**src/rtl/rcvr_ctrl.sv**
```systemverilog
// rcvr_ctrl: controller and byte FIFO between the serial match receiver and
// a byte consumer.
//  - Two-state FSM (IDLE/ACK) issues a one-cycle rx_reading acknowledge for
//    every byte it takes from the receiver.
//  - Each captured byte goes into a DEPTH-entry first-word-fall-through FIFO,
//    presented downstream on out_valid/out_ready.
//  - ovr_count counts rising edges of rx_overrun and saturates at all-ones.
// Optional feature, macro RCVR_CTRL_DROP_EN:
//  - Defined: a byte arriving while the FIFO is full is still acknowledged,
//    then discarded and counted in drop_count. The receiver never stalls.
//  - Undefined: the controller holds off, so the receiver may overrun.
//    drop_count is tied to zero.
module rcvr_ctrl #(
    parameter int DEPTH = 4,
    parameter int CW    = 8
) (
    input  logic                     clock,
    input  logic                     reset,
    input  logic                     rx_ready,
    input  logic                     rx_overrun,
    input  logic [7:0]               rx_data,
    output logic                     rx_reading,
    input  logic                     flush,
    output logic                     out_valid,
    input  logic                     out_ready,
    output logic [7:0]               out_data,
    output logic [$clog2(DEPTH):0]   fifo_level,
    output logic [CW-1:0]            ovr_count,
    output logic [CW-1:0]            drop_count
);

    localparam int AW = $clog2(DEPTH);
    localparam int LW = AW + 1;
    localparam logic [LW-1:0] FULL_LEVEL = LW'(DEPTH);

    typedef enum logic {
        IDLE = 1'b0,
        ACK  = 1'b1
    } state_t;

    state_t          r_state;
    state_t          w_next_state;
    logic            r_reading;
    logic            w_reading_next;
    logic            w_push;
    logic            w_pop;
    logic            w_full;

    logic [7:0]      r_mem [DEPTH];
    logic [AW-1:0]   r_wr_ptr;
    logic [AW-1:0]   r_rd_ptr;
    logic [LW-1:0]   r_count;

    logic            r_ovr_prev;
    logic [CW-1:0]   r_ovr_count;

`ifdef RCVR_CTRL_DROP_EN
    logic            w_drop;
    logic [CW-1:0]   r_drop_count;
`endif

    // Occupancy comes from the counter, so it can tell full from empty even
    // though the pointers wrap onto each other.
    assign w_full     = (r_count == FULL_LEVEL);
    assign out_valid  = (r_count != '0);
    assign w_pop      = out_valid && out_ready;
    assign out_data   = r_mem[r_rd_ptr];
    assign fifo_level = r_count;
    assign rx_reading = r_reading;
    assign ovr_count  = r_ovr_count;

    // Next-state and capture decision: accept a byte only in IDLE.
    always_comb begin
        // NOTE: every output of this block gets a default before the case, so
        // no path leaves one unassigned and no latch is inferred.
        w_next_state   = r_state;
        w_reading_next = 1'b0;
        w_push         = 1'b0;
`ifdef RCVR_CTRL_DROP_EN
        w_drop         = 1'b0;
`endif
        case (r_state)
            IDLE: begin
                if (rx_ready) begin
                    if (!w_full) begin
                        w_push         = 1'b1;
                        w_reading_next = 1'b1;
                        w_next_state   = ACK;
                    end
`ifdef RCVR_CTRL_DROP_EN
                    else begin
                        w_drop         = 1'b1;
                        w_reading_next = 1'b1;
                        w_next_state   = ACK;
                    end
`endif
                end
            end
            ACK:     w_next_state = IDLE;
            default: w_next_state = IDLE;
        endcase
    end

    // State register and the registered acknowledge pulse.
    always_ff @(posedge clock or negedge reset) begin
        // NOTE: sequential state uses non-blocking assignments so every
        // register samples values from before the edge.
        if (!reset) begin
            r_state   <= IDLE;
            r_reading <= 1'b0;
        end else begin
            r_state   <= w_next_state;
            r_reading <= w_reading_next;
        end
    end

    // FIFO storage: data only, written when a byte is accepted and not flushed.
    always_ff @(posedge clock) begin
        // NOTE: the storage array has no reset. out_valid masks stale
        // contents, and leaving it unreset keeps it a plain RAM.
        if (w_push && !flush) begin
            r_mem[r_wr_ptr] <= rx_data;
        end
    end

    // FIFO pointers and occupancy. A flush takes priority over push and pop.
    always_ff @(posedge clock or negedge reset) begin
        if (!reset) begin
            r_wr_ptr <= '0;
            r_rd_ptr <= '0;
            r_count  <= '0;
        end else if (flush) begin
            r_wr_ptr <= '0;
            r_rd_ptr <= '0;
            r_count  <= '0;
        end else begin
            if (w_push) r_wr_ptr <= r_wr_ptr + 1'b1;
            if (w_pop)  r_rd_ptr <= r_rd_ptr + 1'b1;
            case ({w_push, w_pop})
                2'b10:   r_count <= r_count + 1'b1;
                2'b01:   r_count <= r_count - 1'b1;
                default: r_count <= r_count;
            endcase
        end
    end

    // Saturating count of rx_overrun rising edges. A held level counts once.
    always_ff @(posedge clock or negedge reset) begin
        if (!reset) begin
            r_ovr_prev  <= 1'b0;
            r_ovr_count <= '0;
        end else begin
            r_ovr_prev <= rx_overrun;
            if (rx_overrun && !r_ovr_prev && (r_ovr_count != '1)) begin
                r_ovr_count <= r_ovr_count + 1'b1;
            end
        end
    end

`ifdef RCVR_CTRL_DROP_EN
    // Saturating count of bytes acknowledged while the FIFO was full.
    always_ff @(posedge clock or negedge reset) begin
        if (!reset) begin
            r_drop_count <= '0;
        end else if (w_drop && (r_drop_count != '1)) begin
            r_drop_count <= r_drop_count + 1'b1;
        end
    end

    assign drop_count = r_drop_count;
`else
    assign drop_count = '0;
`endif

endmodule
```
**config.mk**
```make
export PLATFORM = sky130hd
export DESIGN_NAME = rcvr_ctrl
export DESIGN_NICKNAME = d
export VERILOG_FILES = /design/src/rtl/rcvr_ctrl.sv
export SDC_FILE = /design/constraint.sdc
export NUM_CORES = 1
export LEC_CHECK = 0
export BUFFER_PORTS_ARGS = -buffer_cell sky130_fd_sc_hd__buf_2
export CORE_UTILIZATION = 54
export CTS_BUF_LIST = sky130_fd_sc_hd__clkbuf_4 sky130_fd_sc_hd__clkbuf_8 sky130_fd_sc_hd__clkbuf_16
export DETAILED_ROUTE_END_ITERATION = 12
export HOLD_SLACK_MARGIN = 0.1
export PLACE_DENSITY_LB_ADDON = 0.08
export SYNTH_ARGS = -nofsm -noshare
export SYNTH_HDL_FRONTEND = slang
export SYNTH_SLANG_ARGS = --single-unit
```
**constraint.sdc**
```tcl
create_clock -name clock -period 2.35 [get_ports clock]
set_input_delay 0.47 -clock clock [delete_from_list [all_inputs] [get_ports clock]]
set_output_delay 0.47 -clock clock [all_outputs]
set_load 0.01 [all_outputs]
```
# == After elaboration in Yosys (flattened, before gate mapping) ==
# Memories as Yosys holds them, arrays and structs flattened.
# Cells that the tools add are included.
# word_totals
register_bits,18
mem_bits_rw,32
input_bits,14
wordCells,40
memories,1
# memory_table
name,depth,word_bits,read_ports,rd_ports_with_merged_regs,write_ports,line,text
r_mem,4,8,1,0,1,49,logic [7:0] r_mem [DEPTH];
# op_classes
addsub,5
eq_ne,4
muxes,12
bitwise_logic,1
reduce_logical,10
# ops
op,n
$add 8x1->8 const B,1
$mux 2,4
$ne 8x8->1 const B,1
$pmux 3 s2,1
$reduce_bool 3->1,2
$mux 1,5
$add 2x1->2 const B,2
$logic_and 1x1->1,4
$reduce_bool 2->1,2
$add 3x1->3 const B,1
$eq 3x3->1 const B,1
$mux 3,1
$sub 3x1->3 const B,1
$eq 2x1->1 const B,1
$eq 2x2->1 const B,1
$logic_not 1->1,2
$pmux 1 s2,1
$not 1->1,1

# == Depth between registers and ports, before layout ==
# Gate-level depths: netlist of the first run.
# depth
depth_word,7
depth_mapped,8
mapped_depth_nobuf,8

# == Worst setup path before layout of the first run ==
# No wires, ideal clock.
# synth_path
path_kind,register to register
startpoint,reg r_count[1] (netlist: fifo_level[1])
endpoint,reg r_count[2] (netlist: fifo_level[2])
setup_time_ns,0.125
arrival_time_ns,2.105
t_required_ns,2.225
slack_ns,0.121
path_stages_with_launch,8
n_path_buf,0
period_less_slack_ns,2.229
cell_sequence,dfrtp_1 -> or3_4 -> nand2_2 -> nor2_1 -> fa_1 -> and3b_1 -> a32oi_1 -> mux2_2
# synth_rtl
item,line,text
"start, declared",52,logic [LW-1:0] r_count;
"start signal, assigned",140,2'b10: r_count <= r_count + 1'b1;
"start signal, assigned",141,2'b01: r_count <= r_count - 1'b1;
"start signal, assigned",142,default: r_count <= r_count;
$reduce_bool 3->1 *,65,assign out_valid = (r_count != '0);
net out_valid,24,"output logic out_valid,"
$logic_and 1x1->1 *,66,assign w_pop = out_valid && out_ready;
$eq 2x1->1 or $eq 2x2->1 (tied branches),139,"case ({w_push, w_pop})"
$pmux 3 s2,139,
$mux 3,132,end else if (flush) begin
# Mark *: on every way through the listed nets, which the timed path passes. The rest lies on a longest branch.
# A chain may end at the register's enable or synchronous reset.

# == Worst setup path after layout of the first run ==
# layout_path
startpoint,reg r_count[1] (netlist: fifo_level[1])
endpoint,reg r_count[2] (netlist: fifo_level[2])
# layout_between
elab_chain_cells,7
# layout_lines
item,line,text
$eq 3x3->1,64,assign w_full = (r_count == FULL_LEVEL);
$mux 1,85,if (!w_full) begin
$mux 1,84,if (rx_ready) begin
$mux 1,82,case (r_state)
$eq 2x1->1 or $eq 2x2->1 (tied branches),139,
$pmux 3 s2,139,
$mux 3,132,
# Parallel ways exist; a longest one is shown, timed or not.

==> results of run 1 <==
[where the power goes]
| part | internal, mW | switching [mW] |
|---|---|---|
| logic | 0.412 | 0.381 |
| registers | 1.05 | 0.113 |
| clock network | 0.319 | 0.266 |
| total | 1.78 | 0.761 |
[per-layer routing]
| layer | global-route usage (%) | share of wire [%] |
|---|---|---|
| met2 | 29.82 | 52 |
| met1 | 22.41 | 41 |
| met5 | 0 | 0 |
| met3 | 5.729 | 5.5 |
| met4 | 6.522 | 1.4 |
[worst paths after layout]
path / end / slack, ps / cells past startpoint
max in group asynchronous: fifo_level[0] / 1440 / 2
hold reg to reg: ovr_count[0] / 540 / 1
setup / recovery: fifo_level[2] / 140 / 8
hold / removal: r_ovr_prev / 280 / 1
setup reg to reg: fifo_level[2] / 140 / 8
min in group asynchronous: ovr_count[1] / 610 / 2
[critical path, stage by stage (launching register included)]
cell and delay (ps):
sky130_fd_sc_hd__dfrtp_2 440, sky130_fd_sc_hd__or3b_4 420, sky130_fd_sc_hd__nand3b_4 130, sky130_fd_sc_hd__inv_1 90, sky130_fd_sc_hd__nor2_2 120, sky130_fd_sc_hd__fa_2 200
sky130_fd_sc_hd__and3b_1 170, sky130_fd_sc_hd__a32oi_1 170, sky130_fd_sc_hd__mux2_2 360
[cells by family after synthesis]
group                    Yosys count  share of synthesized area (%)
AO/OA/AOI/OAI                      4                          1.395
XOR/XNOR                           8                          3.605
adder cells (fa/ha/maj)            6                          3.837
buffers and inverters             15                          4.069
flip-flops                        49                          64.42
multiplexers                      15                          12.09
other                              1                         0.1743
AND/OR/NAND/NOR                   38                          10.41
[through the flow]
stage / instances / worst slack [ps] / cell area [µm²] / util [%] / total power [mW]
finish: 226 / 139.4 / 2496 / 66.68 / 2.538
global route: 226 / 16.95 / 2496 / 66.68 / 2.682
CTS: 224 / 15.30 / 2466 / 65.88 / 2.532
detailed placement: 215 / 33.72 / 2344 / 62.60 / 1.948
global placement: 215 / 140.8 / 2344 / 62.60 / 1.916
floorplan: 143 / 120.6 / 2178 / - / 1.700
[Yosys cell counts]
library cell	count	area (µm²)
sky130_fd_sc_hd__edfxtp_1	32	960.9
sky130_fd_sc_hd__dfrtp_1	17	425.4
sky130_fd_sc_hd__nor2_1	11	41.29
sky130_fd_sc_hd__buf_4	8	60.06
sky130_fd_sc_hd__mux4_2	8	180.2
sky130_fd_sc_hd__ha_1	5	62.56
sky130_fd_sc_hd__and2_1	4	25.02
sky130_fd_sc_hd__inv_1	4	15.01
sky130_fd_sc_hd__mux2_2	4	45.04
sky130_fd_sc_hd__nand2b_1	4	25.02
sky130_fd_sc_hd__nand3_1	4	20.02
sky130_fd_sc_hd__xor2_1	4	35.03
sky130_fd_sc_hd__nand2_1	3	11.26
sky130_fd_sc_hd__nor2b_1	3	18.77
sky130_fd_sc_hd__xnor2_1	3	26.28
sky130_fd_sc_hd__and3b_1	2	17.52
sky130_fd_sc_hd__mux2i_1	2	20.02
sky130_fd_sc_hd__nand4_1	2	12.51
sky130_fd_sc_hd__a32oi_1	1	8.760
sky130_fd_sc_hd__and3_1	1	6.260
sky130_fd_sc_hd__buf_1	1	3.750
sky130_fd_sc_hd__buf_2	1	5.000
sky130_fd_sc_hd__clkbuf_1	1	3.750
sky130_fd_sc_hd__conb_1	1	3.750
sky130_fd_sc_hd__fa_1	1	20.02
sky130_fd_sc_hd__mux2_4	1	15.01
sky130_fd_sc_hd__nand2_2	1	6.260
sky130_fd_sc_hd__nand3b_4	1	20.02
sky130_fd_sc_hd__o21ai_1	1	5.000
sky130_fd_sc_hd__o21bai_1	1	7.510
sky130_fd_sc_hd__o31a_1	1	8.760
sky130_fd_sc_hd__or3_4	1	11.26
sky130_fd_sc_hd__or3b_1	1	8.760
sky130_fd_sc_hd__xnor2_2	1	16.27
[placed cells by master (no fill, tap or decap), types with 2 or more instances in the layout]
| master | count |
|---|---|
| sky130_fd_sc_hd__mux2_2 | 4 |
| sky130_fd_sc_hd__dfrtp_2 | 2 |
| sky130_fd_sc_hd__edfxtp_1 | 32 |
| sky130_fd_sc_hd__and3b_1 | 2 |
| sky130_fd_sc_hd__nor2b_1 | 3 |
| sky130_fd_sc_hd__xnor2_1 | 3 |
| sky130_fd_sc_hd__and2_1 | 4 |
| sky130_fd_sc_hd__nand3_1 | 4 |
| sky130_fd_sc_hd__inv_1 | 4 |
| sky130_fd_sc_hd__nand2b_1 | 4 |
| sky130_fd_sc_hd__nand4_1 | 2 |
| sky130_fd_sc_hd__xor2_1 | 4 |
| sky130_fd_sc_hd__nor2_1 | 10 |
| sky130_fd_sc_hd__dfrtp_1 | 15 |
| sky130_fd_sc_hd__ha_1 | 5 |
| sky130_fd_sc_hd__buf_4 | 3 |
| sky130_fd_sc_hd__nand2_1 | 3 |
| sky130_fd_sc_hd__conb_1 | 8 |
| sky130_fd_sc_hd__mux4_2 | 8 |
| sky130_fd_sc_hd__mux2i_1 | 2 |
| sky130_fd_sc_hd__buf_2 | 34 |
| sky130_fd_sc_hd__clkbuf_8 | 5 |
[registers in the layout (all words and copies together) (netlist names)]
signal	cells
fifo_level	3
ovr_count	8
r_mem	32
r_ovr_prev	1
r_rd_ptr	2
r_wr_ptr	2
rx_reading	1
[final cells by class]
class,instances,area (µm²)
timing repair buffer,38,202.7
fill,303,1247
sequential,49,1389
clock inverter,3,43.79
clock buffer,5,68.82
inverter,4,15.01
tap,48,60.06
multi-input combinational,79,716.9
[what timing repair did]
| item | 4_1_cts | 5_1_grt |
|---|---|---|
| hold endpoints to repair | 17 | 0 |
| setup endpoints to repair | 0 | 1 |
| hold buffers | 1 | 0 |
| buffers inserted | 0 | 2 |
| resized for setup | 0 | 6 |
==> impl.org, run 1 <==
** Status
- Run status :: complete, no violations

** Yosys
- During synthesis, Yosys emitted a total of 0 warnings.
- Count of different cell masters after synthesis :: 34
- In the synthesized netlist, the number of instances is between 100 and 150.
- In this run the cell area of the synthesized design comes to 0.002152 mm².
- Synthesis inferred ~50 register bits.
- Register area share after synthesis :: 64.42%
- A synthesized cell averages ~16 µm².

** Worst hold path
- Start point of the worst hold path :: rx_overrun
- Worst min path class :: primary input to register

** CTS
- H-tree depth reported by CTS :: 2
- The clock net in this run drives a total of 49 sinks.
- CTS placed an instance of sky130_fd_sc_hd__clkbuf_8 at the clock tree root.
- At the later pin of the worst-skew pair, clock insertion delay measures approximately 300 ps.
- Clock tree synthesis inserted a total of 5 buffers.
- CTS tree :: yes
- After clock tree synthesis, the clock-pin slew on the worst setup and hold paths is ~80 ps.
- Bufs on Longest Clock Path :: 2

** Detailed routing
- Final routed wirelength across all metal layers :: 3.242 mm
- The first detailed-routing pass took 4 iterations.
- Mean routed wirelength per cell :: around 14 µm
- Vias/cell :: 5.168
- After detailed routing, the number of remaining DRC violations is 0.
- In this run the remaining antenna-violating nets after routing total 0.
- Vias after detailed routing :: about 1200
- Iteration-0 DRC Markers :: between 60 and 70

** GRT
- Entering global routing, the biggest net connects 18 pins.
- For this run the aggregate overflow at the end of global routing stands at 0.
- The first global-routing pass estimated 5.409 mm of wire.
- Via count of the first global-routing pass :: 1126
- In the global route stage, overall resource usage came out at a little under a fifth.
- Initial antenna violation count :: 0

** STA
- After layout, the worst path uses approximately 94% of the clock period.
- The clock arrives with approximately 11 ps of skew.
- Worst hold slack across all endpoints :: 280.3 ps
- Clock period minus final worst setup slack :: roughly 2200 ps
- Number of setup violations in the final report :: 0
- Final hold viol count :: 0
- Max-slew violation total from the final report :: 0
- RSZ-0062 raised after global routing :: false
- Peak Freq :: 0.4524 GHz
- Accumulated negative setup slack :: 0 ps

** Die
- The floorplan step set the die width to ~65 µm.
- FP Rows :: 22
- Initial cell density of the core :: 57.49%
- Vertical die dimension :: 65.13 µm
- Total Die Area :: around 0.0042 mm²
- Core region area :: 0.003744 mm²
- For this design the top-level I/O count stands at 43.

** Pwr
- The analysis attributes to cell leakage a power of between 1 and 1.5 nW.
- VDD sags by at most approximately 0.00065 V.
- Power Dens Cells :: slightly above 1000 mW/mm²

** Layout
- 0 antenna diodes ended up in the layout.
- Cells with a size suffix above 1 make up 37.64% of the layout.
- Area Overhead vs Synth :: 15.99%
- Total number of nets in the final design :: around 200

** Setup path
- In this run the critical register-to-register path is launched from fifo_level[1].
- In this run the worst setup path begins at fifo_level[1].
- Worst Setup End Kind :: register
- Along the worst path, the maximum fanout reaches 5.
- At the worst endpoint, the arrival time is 2400 ps.
- The worst setup path is of the register to register kind.
- CP Launch Type :: register
- Required @ worst endpoint :: 2540 ps

** Placement
- RD Place Congestion :: ~0.8
- Post-detail-place hpwl :: ~2.3 mm
- Count of input and output buffers :: 34

** Flow run
- Max-cap violations in this run came to 0.
No activity file was read; power rests on OpenSTA's default activity.
==> inputs of run 2 (changes only) <==
--- a/config.mk
+++ b/config.mk
@@ -6,7 +6,7 @@
 export NUM_CORES = 1
 export LEC_CHECK = 0
 export BUFFER_PORTS_ARGS = -buffer_cell sky130_fd_sc_hd__buf_2
-export CORE_UTILIZATION = 54
+export CORE_UTILIZATION = 36
 export CTS_BUF_LIST = sky130_fd_sc_hd__clkbuf_4 sky130_fd_sc_hd__clkbuf_8 sky130_fd_sc_hd__clkbuf_16
 export DETAILED_ROUTE_END_ITERATION = 12
 export HOLD_SLACK_MARGIN = 0.1
==> run 2 against run 1 <==
First-iteration DRC count down 52%. Final cell count grew 11%. Clock skew decreased by 6.6 ps. Worst hold slack gained 16 ps. Routed wire length is 9.0% higher. Die area rose by 48%. Sequential power is essentially flat. Worst setup slack lost 31 ps. Final area is 0.15% higher. Clock power is 16% lower. Count of clock-buffer cells in the layout increased by 1. Highest routed layer unchanged.
==> impl.org, run 2 (same netlist as run 1, synthesis figures left out) <==
** Setup path
- For this run, the slowest stage of the critical path takes between 400 and 500 ps.
- Critical-path top delay cell :: sky130_fd_sc_hd__dfrtp_2
- Worst setup path class :: register to register
- STA classifies the critical path endpoint as a register.
- The worst setup path is launched from a register.
- CP arrival :: roughly 2400 ps
- Together, buffers and inverters on the worst path number 0.
- For the worst setup path, the data required time is 2530 ps.
- Among cell families on the critical path, the largest total delay comes from simple AND/OR/NAND/NOR gates.
- The critical path goes through or3_4 > nand2_4 > nor2_1 > fa_1 > and3b_1 > a32oi_1 > mux2_2.
- CP max FO :: 4

** Layout
- Diodes inserted :: 0
- Fin cells :: 250
- Total number of nets in the final design :: 197
- In the layout the commonest cells are sky130_fd_sc_hd__buf_2, sky130_fd_sc_hd__edfxtp_1, sky130_fd_sc_hd__dfrtp_1.
- Layout Utilization :: 44.31%
- Most frequent standard cell in the layout excluding fill and tap cells :: sky130_fd_sc_hd__buf_2
- In the final layout, the share of cells above drive strength 1 is 37.08%.
- Relative to the synthesized area, the layout overhead comes to 16.16%.
- Counting flops per register, the top entry is r_mem.
- The register with the most flip-flops in the layout has 32 of them.

** Detailed routing
- Final routed wirelength across all metal layers :: approximately 3.5 mm
- TritonRoute pass-1 iters :: 4
- Dividing the detail-routed via count by the number of cells gives about 4.6.
- Mean routed wirelength per cell :: roughly 14 µm
- DRT antenna net count :: 0
- For this block, the initial DRC count from the detailed router was 29.
- The final route contains between 1000 and 1500 vias.
- For this run, design rule violations remaining after detail routing come to 0.

** Pwr
- In this run the static leakage power is around 1.0 nW.
- Across the VDD grid, the largest voltage drop is 0.0004881 V.
- Switching share of power :: 31.30%
- For this design the total switching power over the nets is 0.7651 mW.
- The share of total power dissipated in combinational logic is between 30% and 40%.
- In this run the power density over the cells is slightly below 1000 mW/mm².
- Clock Power Share :: 20.0%
- Internal power :: between 1.5 and 2 mW
- Power share of the sequential group :: a little under half

** Placement
- RD Place Congestion :: around 0.77
- In this run the tool buffered the top-level ports with 34 buffer cells.
- Post-detail-place hpwl :: around 2.4 mm
- Once placement completed, the tool counted placed cells totaling around 240.

** CTS
- CTS Root Cell :: sky130_fd_sc_hd__clkbuf_8
- Bufs on Longest Clock Path :: 2
- The clock drives just under 50 sinks.
- Clock latency on the worst-skew pair :: around 290 ps
- Buffers inserted during clock tree synthesis total 5.
- Clock-pin slew was measured on the worst setup and hold paths at roughly 80 ps.
- TritonCTS built the clock tree.
- H-tree depth reported by CTS :: 2

** Flow run
- Max-cap viol count :: 0

** STA
- Accumulated negative setup slack :: 0 ps
- Setup violations remaining at the end of the flow were counted as 0.
- On the final layout, the worst clock skew is ~4.3 ps.
- Final hold viol count :: 0
- In the finished design, the share of the clock period the worst path needs comes to between 90 and 100%.
- RSZ-0062 raised after global routing :: false
- The smallest clock period supported by the final layout is computed as ~2200 ps.
- Worst hold slack across all endpoints :: 296.5 ps
- The count of pins over their slew limit is 0.
- For this run, the top clock speed supported by timing is between 0.4 and 0.5 GHz.

** GRT
- Global-route wire length before repair :: about 5.6 mm
- Via count of the first global-routing pass :: approximately 1200
- The initial antenna violation count came to 0.
- Global-route congestion overflow total :: 0
- Maximum number of pins on one net before global-route repair :: 18
- Global routing consumed, over all layers together, roughly 12% of the routing resources.

** Die
- The floorplan step defined a die boundary enclosing about 0.0063 mm².
- Core region area :: roughly 0.0056 mm²
- Vertical die dimension :: approximately 79 µm
- The die is between 70 and 80 µm wide.
- After floorplanning, the core was divided into 27 placement rows.
- For this configuration, the core starts out at a cell density of between 30% and 40%.
- Number of top-level pins :: 43

** Worst hold path
- Worst min path class :: primary input to register

** Status
- Run status :: complete, no violations
[run 2: cell count changes in the layout (fill, tap and decap cells not counted), sizes merged]
cell and change:
bufinv -1, clkinv -1, inv -1, clkbuf +1, clkinvlp +2
[run 2: path summary, 6_finish.rpt]
kind                          startpoint            end  slack (ps)  depth (start not counted)
max                        fifo_level[1]  fifo_level[2]         110                          7
min                           rx_overrun     r_ovr_prev         300                          1
max reg2reg                fifo_level[1]  fifo_level[2]         110                          7
min reg2reg                 ovr_count[0]   ovr_count[0]         550                          1
max in group asynchronous          reset  fifo_level[0]        1440                          2
min in group asynchronous          reset   ovr_count[7]         620                          2
[run 2: timing repair]
item	4_1_cts	5_1_grt
endpoints found under the setup margin	0	1
hold buffers	1	0
hold endpoints to repair	17	0
resized for setup	0	5
setup buffers	0	2
[run 2: power groups by stage]
stage	Sequential (mW)	Combinational (mW)	Clock, mW
after global routing	1.19	0.873	0.548
after CTS	1.17	0.770	0.511
after global placement	1.18	0.757	0
final	1.17	0.789	0.489
after detailed placement	1.19	0.764	0
after floorplan	1.18	0.518	0
[run 2: through the flow]
step | cell area, µm² | power (mW) | setup slack [ps]
finish | 2500 | 2.444 | 108.2
global route | 2500 | 2.610 | 2.820
CTS | 2475 | 2.452 | 34.22
detailed placement | 2374 | 1.953 | 43.22
global placement | 2374 | 1.938 | 138.3
floorplan | 2178 | 1.700 | 120.6
[run 2: layout make-up]
cell class / count / area [µm²]
Tap cell: 72 / 90.09
Clock inverter: 2 / 15.01
Inverter: 4 / 15.01
Sequential cell: 49 / 1389
Multi-Input combinational cell: 79 / 711.9
Fill cell: 533 / 3142
Timing Repair Buffer: 38 / 202.7
Clock buffer: 6 / 76.32
[run 2: per-layer routing]
| layer | routed length (µm) | global-route usage, % | vias up |
|---|---|---|---|
| met5 | 0 | 0 | - |
| met2 | 1769 | 21.21 | 37 |
| met4 | 22 | 3.818 | 0 |
| li1 | - | - | 554 |
| met3 | 155 | 3.908 | 2 |
| met1 | 1587 | 14.78 | 557 |
